**src/rtl/pixel_arb_pkg.sv**
```systemverilog
// Shared types for the two-source pixel stream arbiter.
package pixel_arb_pkg;

    localparam int NUM_SRC = 2;

    typedef enum logic [1:0] {
        ST_IDLE,
        ST_HEADER,
        ST_PAYLOAD,
        ST_PAD
    } arb_state_t;

    typedef logic src_id_t;

    // The header carries the source ID in bit 0, so that bit of the base is discarded.
    function automatic logic [7:0] hdrByte(input logic [7:0] base, input src_id_t id);
        return (base & 8'hFE) | {7'b0, id};
    endfunction

endpackage

```
**src/rtl/rr_arbiter2.sv**
```systemverilog
// Two-way round-robin pick: a lone requester wins, a tie goes to the source
// that did not own the previous frame.
module rr_arbiter2
    import pixel_arb_pkg::*;
(
    input  logic [NUM_SRC-1:0] req_i,
    input  src_id_t            last_grant_i,
    output src_id_t            winner_o,
    output logic               valid_o
);

    always_comb begin
        valid_o  = |req_i;
        winner_o = last_grant_i;
        case (req_i)
            2'b01:   winner_o = 1'b0;
            2'b10:   winner_o = 1'b1;
            2'b11:   winner_o = ~last_grant_i;
            default: winner_o = last_grant_i;
        endcase
    end

endmodule

```
**src/rtl/pixel_stream_arbiter.sv**
```systemverilog
// Frames pixels from two sources onto one byte link: header with source ID,
// FRAME_LEN payload bytes, padding if the owning source stalls too long.
module pixel_stream_arbiter
    import pixel_arb_pkg::*;
#(
    parameter int         FRAME_LEN = 16,
    parameter logic [7:0] HDR_BASE  = 8'hA0,
    parameter logic [7:0] PAD_BYTE  = 8'h00,
    parameter int         TIMEOUT   = 255
)(
    input  logic       clk,
    input  logic       reset,
    input  logic       src0_valid,
    input  logic [7:0] src0_pixel,
    output logic       src0_ready,
    input  logic       src1_valid,
    input  logic [7:0] src1_pixel,
    output logic       src1_ready,
    output logic       out_valid,
    output logic [7:0] out_data,
    output logic       out_last,
    input  logic       out_ready,
    output logic       grant,
    output logic       busy,
    output logic       pad_event
);

    localparam int PW = $clog2(FRAME_LEN + 1);
    localparam int IW = $clog2(TIMEOUT + 1);
    localparam logic [PW-1:0] LAST_IDX = PW'(FRAME_LEN - 1);
    localparam logic [IW-1:0] IDLE_LIM = IW'(TIMEOUT);

    arb_state_t    state_q;
    src_id_t       grant_q;
    logic          out_valid_q;
    logic [7:0]    out_data_q;
    logic          out_last_q;
    logic [PW-1:0] pix_cnt_q;
    logic [PW-1:0] pix_cnt_d;
    logic [IW-1:0] idle_cnt_q;
    logic [IW-1:0] idle_cnt_d;
    logic          pad_event_q;

    logic          can_load;
    logic          sel_valid;
    logic [7:0]    sel_pixel;
    logic          pay_ready;
    logic          accept;
    logic          is_last;
    src_id_t       arb_winner;
    logic          arb_valid;

    rr_arbiter2 u_rr (
        .req_i        ({src1_valid, src0_valid}),
        .last_grant_i (grant_q),
        .winner_o     (arb_winner),
        .valid_o      (arb_valid)
    );

    assign can_load   = !out_valid_q || out_ready;
    assign sel_valid  = grant_q ? src1_valid : src0_valid;
    assign sel_pixel  = grant_q ? src1_pixel : src0_pixel;
    // Reset gating keeps a source from believing a pixel was taken during reset.
    assign pay_ready  = reset && (state_q == ST_PAYLOAD) && can_load;
    assign src0_ready = pay_ready && !grant_q;
    assign src1_ready = pay_ready && grant_q;
    assign accept     = pay_ready && sel_valid;
    assign is_last    = (pix_cnt_q == LAST_IDX);
    assign pix_cnt_d  = pix_cnt_q + 1'b1;
    assign idle_cnt_d = idle_cnt_q + 1'b1;

    always_ff @(posedge clk) begin
        if (!reset) begin
            state_q     <= ST_IDLE;
            grant_q     <= 1'b1;
            out_valid_q <= 1'b0;
            out_data_q  <= 8'h00;
            out_last_q  <= 1'b0;
            pix_cnt_q   <= '0;
            idle_cnt_q  <= '0;
            pad_event_q <= 1'b0;
        end else begin
            pad_event_q <= 1'b0;
            if (can_load) begin
                out_valid_q <= 1'b0;
            end
            unique case (state_q)
                ST_IDLE: begin
                    if (arb_valid) begin
                        grant_q <= arb_winner;
                        state_q <= ST_HEADER;
                    end
                end
                ST_HEADER: begin
                    if (can_load) begin
                        out_valid_q <= 1'b1;
                        out_data_q  <= hdrByte(HDR_BASE, grant_q);
                        out_last_q  <= 1'b0;
                        pix_cnt_q   <= '0;
                        idle_cnt_q  <= '0;
                        state_q     <= ST_PAYLOAD;
                    end
                end
                ST_PAYLOAD: begin
                    if (accept) begin
                        out_valid_q <= 1'b1;
                        out_data_q  <= sel_pixel;
                        out_last_q  <= is_last;
                        pix_cnt_q   <= pix_cnt_d;
                        idle_cnt_q  <= '0;
                        if (is_last) begin
                            state_q <= ST_IDLE;
                        end
                    end else if (can_load) begin
                        // Only cycles where the link could take a byte count as starvation.
                        idle_cnt_q <= idle_cnt_d;
                        if (idle_cnt_d == IDLE_LIM) begin
                            state_q     <= ST_PAD;
                            pad_event_q <= 1'b1;
                        end
                    end
                end
                ST_PAD: begin
                    if (can_load) begin
                        out_valid_q <= 1'b1;
                        out_data_q  <= PAD_BYTE;
                        out_last_q  <= is_last;
                        pix_cnt_q   <= pix_cnt_d;
                        if (is_last) begin
                            state_q <= ST_IDLE;
                        end
                    end
                end
                default: state_q <= ST_IDLE;
            endcase
        end
    end

    assign out_valid = out_valid_q;
    assign out_data  = out_data_q;
    assign out_last  = out_last_q;
    assign grant     = grant_q;
    assign busy      = (state_q != ST_IDLE);
    assign pad_event = pad_event_q;

endmodule

```
**config.mk**
```make
export PLATFORM = sky130hd
export DESIGN_NAME = pixel_stream_arbiter
export DESIGN_NICKNAME = d
export VERILOG_FILES = /design/src/rtl/pixel_arb_pkg.sv /design/src/rtl/rr_arbiter2.sv /design/src/rtl/pixel_stream_arbiter.sv
export SDC_FILE = /design/constraint.sdc
export NUM_CORES = 1
export LEC_CHECK = 0
export CORE_UTILIZATION = 35
export DETAILED_ROUTE_END_ITERATION = 10
export HOLD_SLACK_MARGIN = 0.1
export PLACE_DENSITY = 0.59
export RECOVER_POWER = 100
export SYNTH_ARGS = -nofsm -noshare
export SYNTH_HDL_FRONTEND = slang
export SYNTH_SLANG_ARGS = --single-unit
```
**constraint.sdc**
```tcl
create_clock -name clk -period 2.3 [get_ports clk]
set_clock_uncertainty 0.2 [all_clocks]
set_input_delay 0.46 -clock clk [delete_from_list [all_inputs] [get_ports clk]]
set_output_delay 0.46 -clock clk [all_outputs]
set_load 0.01 [all_outputs]
```
* Yosys cells after proc, flatten, opt, wreduce, memory -nomap -nowiden *
Cells that the tools add are included.

storage, ports and cells
  flip-flop bits (word level) = 27
  latch bits = 0
  memory bits (writable) = 0
  ROM bits = 0
  input port bits = 21
  output and inout port bits = 15
  logic and storage cells = 79
  memories = 0

operators by class
  $add $sub $neg = 2
  $mul = 0
  div/mod/pow operators = 0
  $lt $le $gt $ge = 0
  eq/ne operators = 14
  shift-type cells = 0
  mux-type cells = 31
  bitwise operators = 4
  reductions and logical operators = 20

operators with widths
  kind                                                              number
  8-bit two-way mux                                                 6
  8-bit case mux with 3 select lines                                1
  8-bit case mux with 2 select lines                                1
  5-bit two-way mux                                                 3
  5-bit case mux with 3 select lines                                1
  2-bit two-way mux                                                 7
  8-bit by 1-bit adder with 8-bit output (second input constant)    1
  2-bit == test (second input constant)                             4
  8-bit == test (second input constant)                             1
  1-bit two-way mux                                                 8
  2-bit != test (second input constant)                             4
  2-bit case mux with 4 select lines                                1
  1-bit case mux with 3 select lines                                2
  3-bit AND reduction                                               2
  3-bit nonzero test                                                2
  5-bit by 1-bit adder with 5-bit output (second input constant)    1
  5-bit by 4-bit == test with 1-bit output (second input constant)  1
  1-bit logical AND                                                 5
  5-bit AND reduction                                               1
  2-bit by 1-bit == test with 1-bit output (second input constant)  2
  1-bit NOT                                                         4
  4-bit AND reduction                                               1
  2-bit nonzero test                                                2
  2-bit OR reduction                                                2
  7 further kinds                                                   8

* Logic depth before layout (Yosys ltp) *
  word-level depth = 6
  mapped depth = 6
  gate-level depth less buffers = 6

* Hierarchy *
Synthesis repeated with hierarchy kept, for this count alone.

unflattened totals
  cells, all modules = 188
  area total of the unflattened synthesis = 1591.5 µm²

by module, submodules not included
  module                times used  cells each  area an instance (µm²)  sequential area each (µm²)
  pixel_stream_arbiter  1           185         1571.5                  540.5
  rr_arbiter2           1           3           20.0                    0.0

* Least setup slack after synthesis *
OpenSTA, ideal clock, no wires.

  path kind = input-to-output
  start = input port out_ready
  end = output port src1_ready
  arrival time = 1.338 ns
  data required time = 1.640 ns
  slack = 0.302 ns
  cell stages on the path = 4
  buffers on the path = 1
  cells stage by stage = and2b_1 clkbuf_1 nor2_1 and3_1

on the way
  cells in the longest elaborated chain, start to end = 3

RTL lines
  element             RTL line                    RTL
  start: declaration  pixel_stream_arbiter.sv:22  input logic out_ready,
  1-bit logical OR    pixel_stream_arbiter.sv:60  assign can_load = !out_valid_q || out_ready;
  1-bit logical AND   pixel_stream_arbiter.sv:64  assign pay_ready = reset && (state_q == ST_PAYLOAD) && can_load;
  1-bit logical AND   pixel_stream_arbiter.sv:66  assign src1_ready = pay_ready && grant_q;
  end: declaration    pixel_stream_arbiter.sv:18  output logic src1_ready,

Every way passes these cells.

* Worst setup path after layout *
Same ends and word-level chain as after synthesis.

==> results by group <==
Outcome
  – Status: finished, final reports clean

Synth
  – Syn Std Cell Area: 1500 µm²
  – Cell count after synthesis: 186
  – Netlist cell types: 43
  – Synth warn: 0
  – Async S/R FF share, synth: 0%
  – Register area share after synthesis: 36.0%
  – Synth Flop Type: dfxtp_1
  – Syn_nets: 211
  – Yosys reg bits: 27
  – Post-synth EDFFs: 0
  – Syn_area_per_cell: 8.08 µm²

Global route
  – First-pass GRT wire length: 6810 µm
  – Total global-route track usage: 19.9%
  – Largest net degree at the start of global routing: 25
  – Gr ovfl total: 0
  – Vias in the first global route: 1551
  – Antenna violations before repair: 0

STA
  – RSZ-0062 raised after global routing: false
  – Worst Tran Pin Value: 669 ps
  – Final setup viols: 0
  – Max Clk Rate: 0.452 GHz
  – Tcrit/Tclk final: 96.2%
  – Max_slew headroom: 55.3%
  – Final Max Slew Viols: 0
  – Final period demand of the worst path: 2210 ps
  – Total Neg Setup Slack: 0 ps
  – Final Hold Viols: 0

Layout
  – Most frequent cells in the layout: 27 x dfxtp_1, 21 x clkdlybuf4s50_1, 19 x a21oi_1
  – Layout Nets: 259
  – Post-layout util: 50.1%
  – Layout cells sized above 1: 14.6%
  – Number of antenna diodes: 0
  – Area growth from synthesis to layout: 35.4%
  – Commonest non-fill, non-tap cell in the layout: dfxtp_1

Hold path
  – Min-Delay Endpoint: idle_cnt_q[7]
  – Hold WC Path Type: reg -> reg
  – Hold Path Stages: 1
  – Hold_sp: idle_cnt_q[7]

CTS
  – Clk buf depth: 2
  – Hold Buf Count CTS: 0
  – Setup repair bufs after CTS: 0
  – TritonCTS clock tree: yes
  – Sink Count: 27
  – Clock slew at reported path FFs: 100 ps
  – H-tree depth: 1
  – Number of gates resized after CTS: 8
  – Inserted Clock Buffers: 3
  – Clock Tree Root: clkbuf_8
  – Clk_lat worst skew: 280 ps

Drt
  – Vias/cell: 5.43
  – DRT iter0 DRCs: 97
  – Pre-Repair DR Iteration Count: 5
  – DR vias: 1537
  – Wire per inst: 14.2 µm
  – Antenna Nets Post-Route: 0
  – Drt drc: 0
  – Final wirelength: 4010 µm

Floorplan
  – FP Rows: 23
  – Core region area: 4060 µm²
  – Num ports: 36
  – DIE WIDTH: 67.5 µm
  – Initial core utilization: 37.0%
  – Die area: 4560 µm²
  – Die Span Y: 67.5 µm

Power
  – Part of the power in registers: 45.0%
  – Leakage: 0.777 nW
  – PwrDens: 554 nW/µm²
  – Switch share: 31.2%
  – Switching power total: 351 µW
  – Clk pwr share: 25.3%
  – Gate power share: 29.7%
  – Int Power: 775 µW
  – Worst IR drop on VDD: 0.235 mV

Critical path
  – CP Buf/Inv Count: 2
  – Critical-path top delay cell: clkdlybuf4s50_1
  – Setup CP Type: in -> out
  – Critical Path RT: 1640 ps
  – Nature of the critical path startpoint: primary input
  – Crit path DAT: 1550 ps
  – Slowest stage delay, CP: 460 ps
  – Reg2reg path depth: 6
  – Critical-path cell list: clkdlybuf4s50_1, and2b_1, nor2_2, and3_1, clkbuf_1
  – Top delay family on crit path: buffers and inverters
  – R2R Path End: out_data[3]
  – Maximum fanout along the worst path: 2
  – R2R setup slack: 150 ps
  – CP endpoint kind: primary output
  – Worst r2r src: grant

Placed design
  – Global placer's final weighted congestion: 0.815
  – Port bufs: 35
  – Final HPWL DP: 2960 µm

Run
  – MaxCap Viol Count: 0
==> per-stage QoR <==
step	setup slack, ps	hold WS (ps)	instances	power (mW)	instance area [µm²]
final	86.3	283	283	1.13	2030
after global routing	19.4	312	283	1.19	2030
after CTS	5.33	289	283	1.15	2060
after detailed placement	-333	277	279	0.864	2010
after global placement	-327	260	279	0.856	2010
after floorplan	302	248	186	0.704	1500
==> cells by family (layout without fill, tap and decap cells) <==
logic type	after synthesis	in the layout	synth area share (%)
flip-flops	27	27	36.0
AND/OR/NAND/NOR	66	66	22.3
buffers and inverters	20	67	5.58
AO/OA/AOI/OAI	58	58	24.9
adder cells (fa/ha/maj)	4	4	3.33
XOR/XNOR	2	2	1.17
multiplexers	9	9	6.74
==> layout make-up <==
class                   instances  area (µm²)
flip-flops and latches         27         541
clock inverters                 1        5.00
fillers                       391        2020
well taps                      50        62.6
repair buffers                 55         474
clock buffers                   3        41.3
inverters                       8        30.0
multi-input cells             139         881
==> routing by layer <==
layer,global-route usage [%],share of wire [%],up-vias
li1,-,-,771
met1,24.9,47,711
met2,33.3,48,50
met3,3.38,3.9,5
met4,8.51,1.6,0
met5,0,0,-
==> state kept, by name, summed over array words and instances (netlist names) <==
signal,flops
idle_cnt_q,8
out_data,8
pix_cnt_q,5
state_q,2
grant,1
out_last,1
out_valid,1
pad_event,1
==> power groups by stage <==
stage | combinational [mW] | sequential (mW) | clock (mW)
after CTS | 0.347 | 0.508 | 0.297
final | 0.335 | 0.507 | 0.285
after floorplan | 0.181 | 0.522 | 0
after detailed placement | 0.346 | 0.518 | 0
after global routing | 0.365 | 0.512 | 0.310
after global placement | 0.339 | 0.517 | 0
==> synth_stat cells (4+ instances only) <==
cell,number,area (µm²)
nor3_1,4,20.0
nand3_1,4,20.0
ha_1,4,50.1
o21ai_0,4,20.0
nand2b_1,5,31.3
mux2_2,5,56.3
inv_1,6,22.5
o21ai_1,10,50.1
a311oi_1,4,35.0
clkbuf_1,10,37.5
a21oi_1,19,95.1
nand4_1,6,37.5
nand2_1,18,67.6
dfxtp_1,27,541
a31oi_1,7,43.8
nor2_1,16,60.1
==> worst max-delay path by stage <==
stage / startpoint / end / cells after the start
CTS: out_ready / src1_ready / 5
global route: out_ready / src1_ready / 5
detailed placement: out_ready / src0_ready / 6
finish: out_ready / src1_ready / 5
floorplan: out_ready / src1_ready / 4
global placement: out_ready / src0_ready / 6
Note: power is estimated with default switching activity, not from simulation.
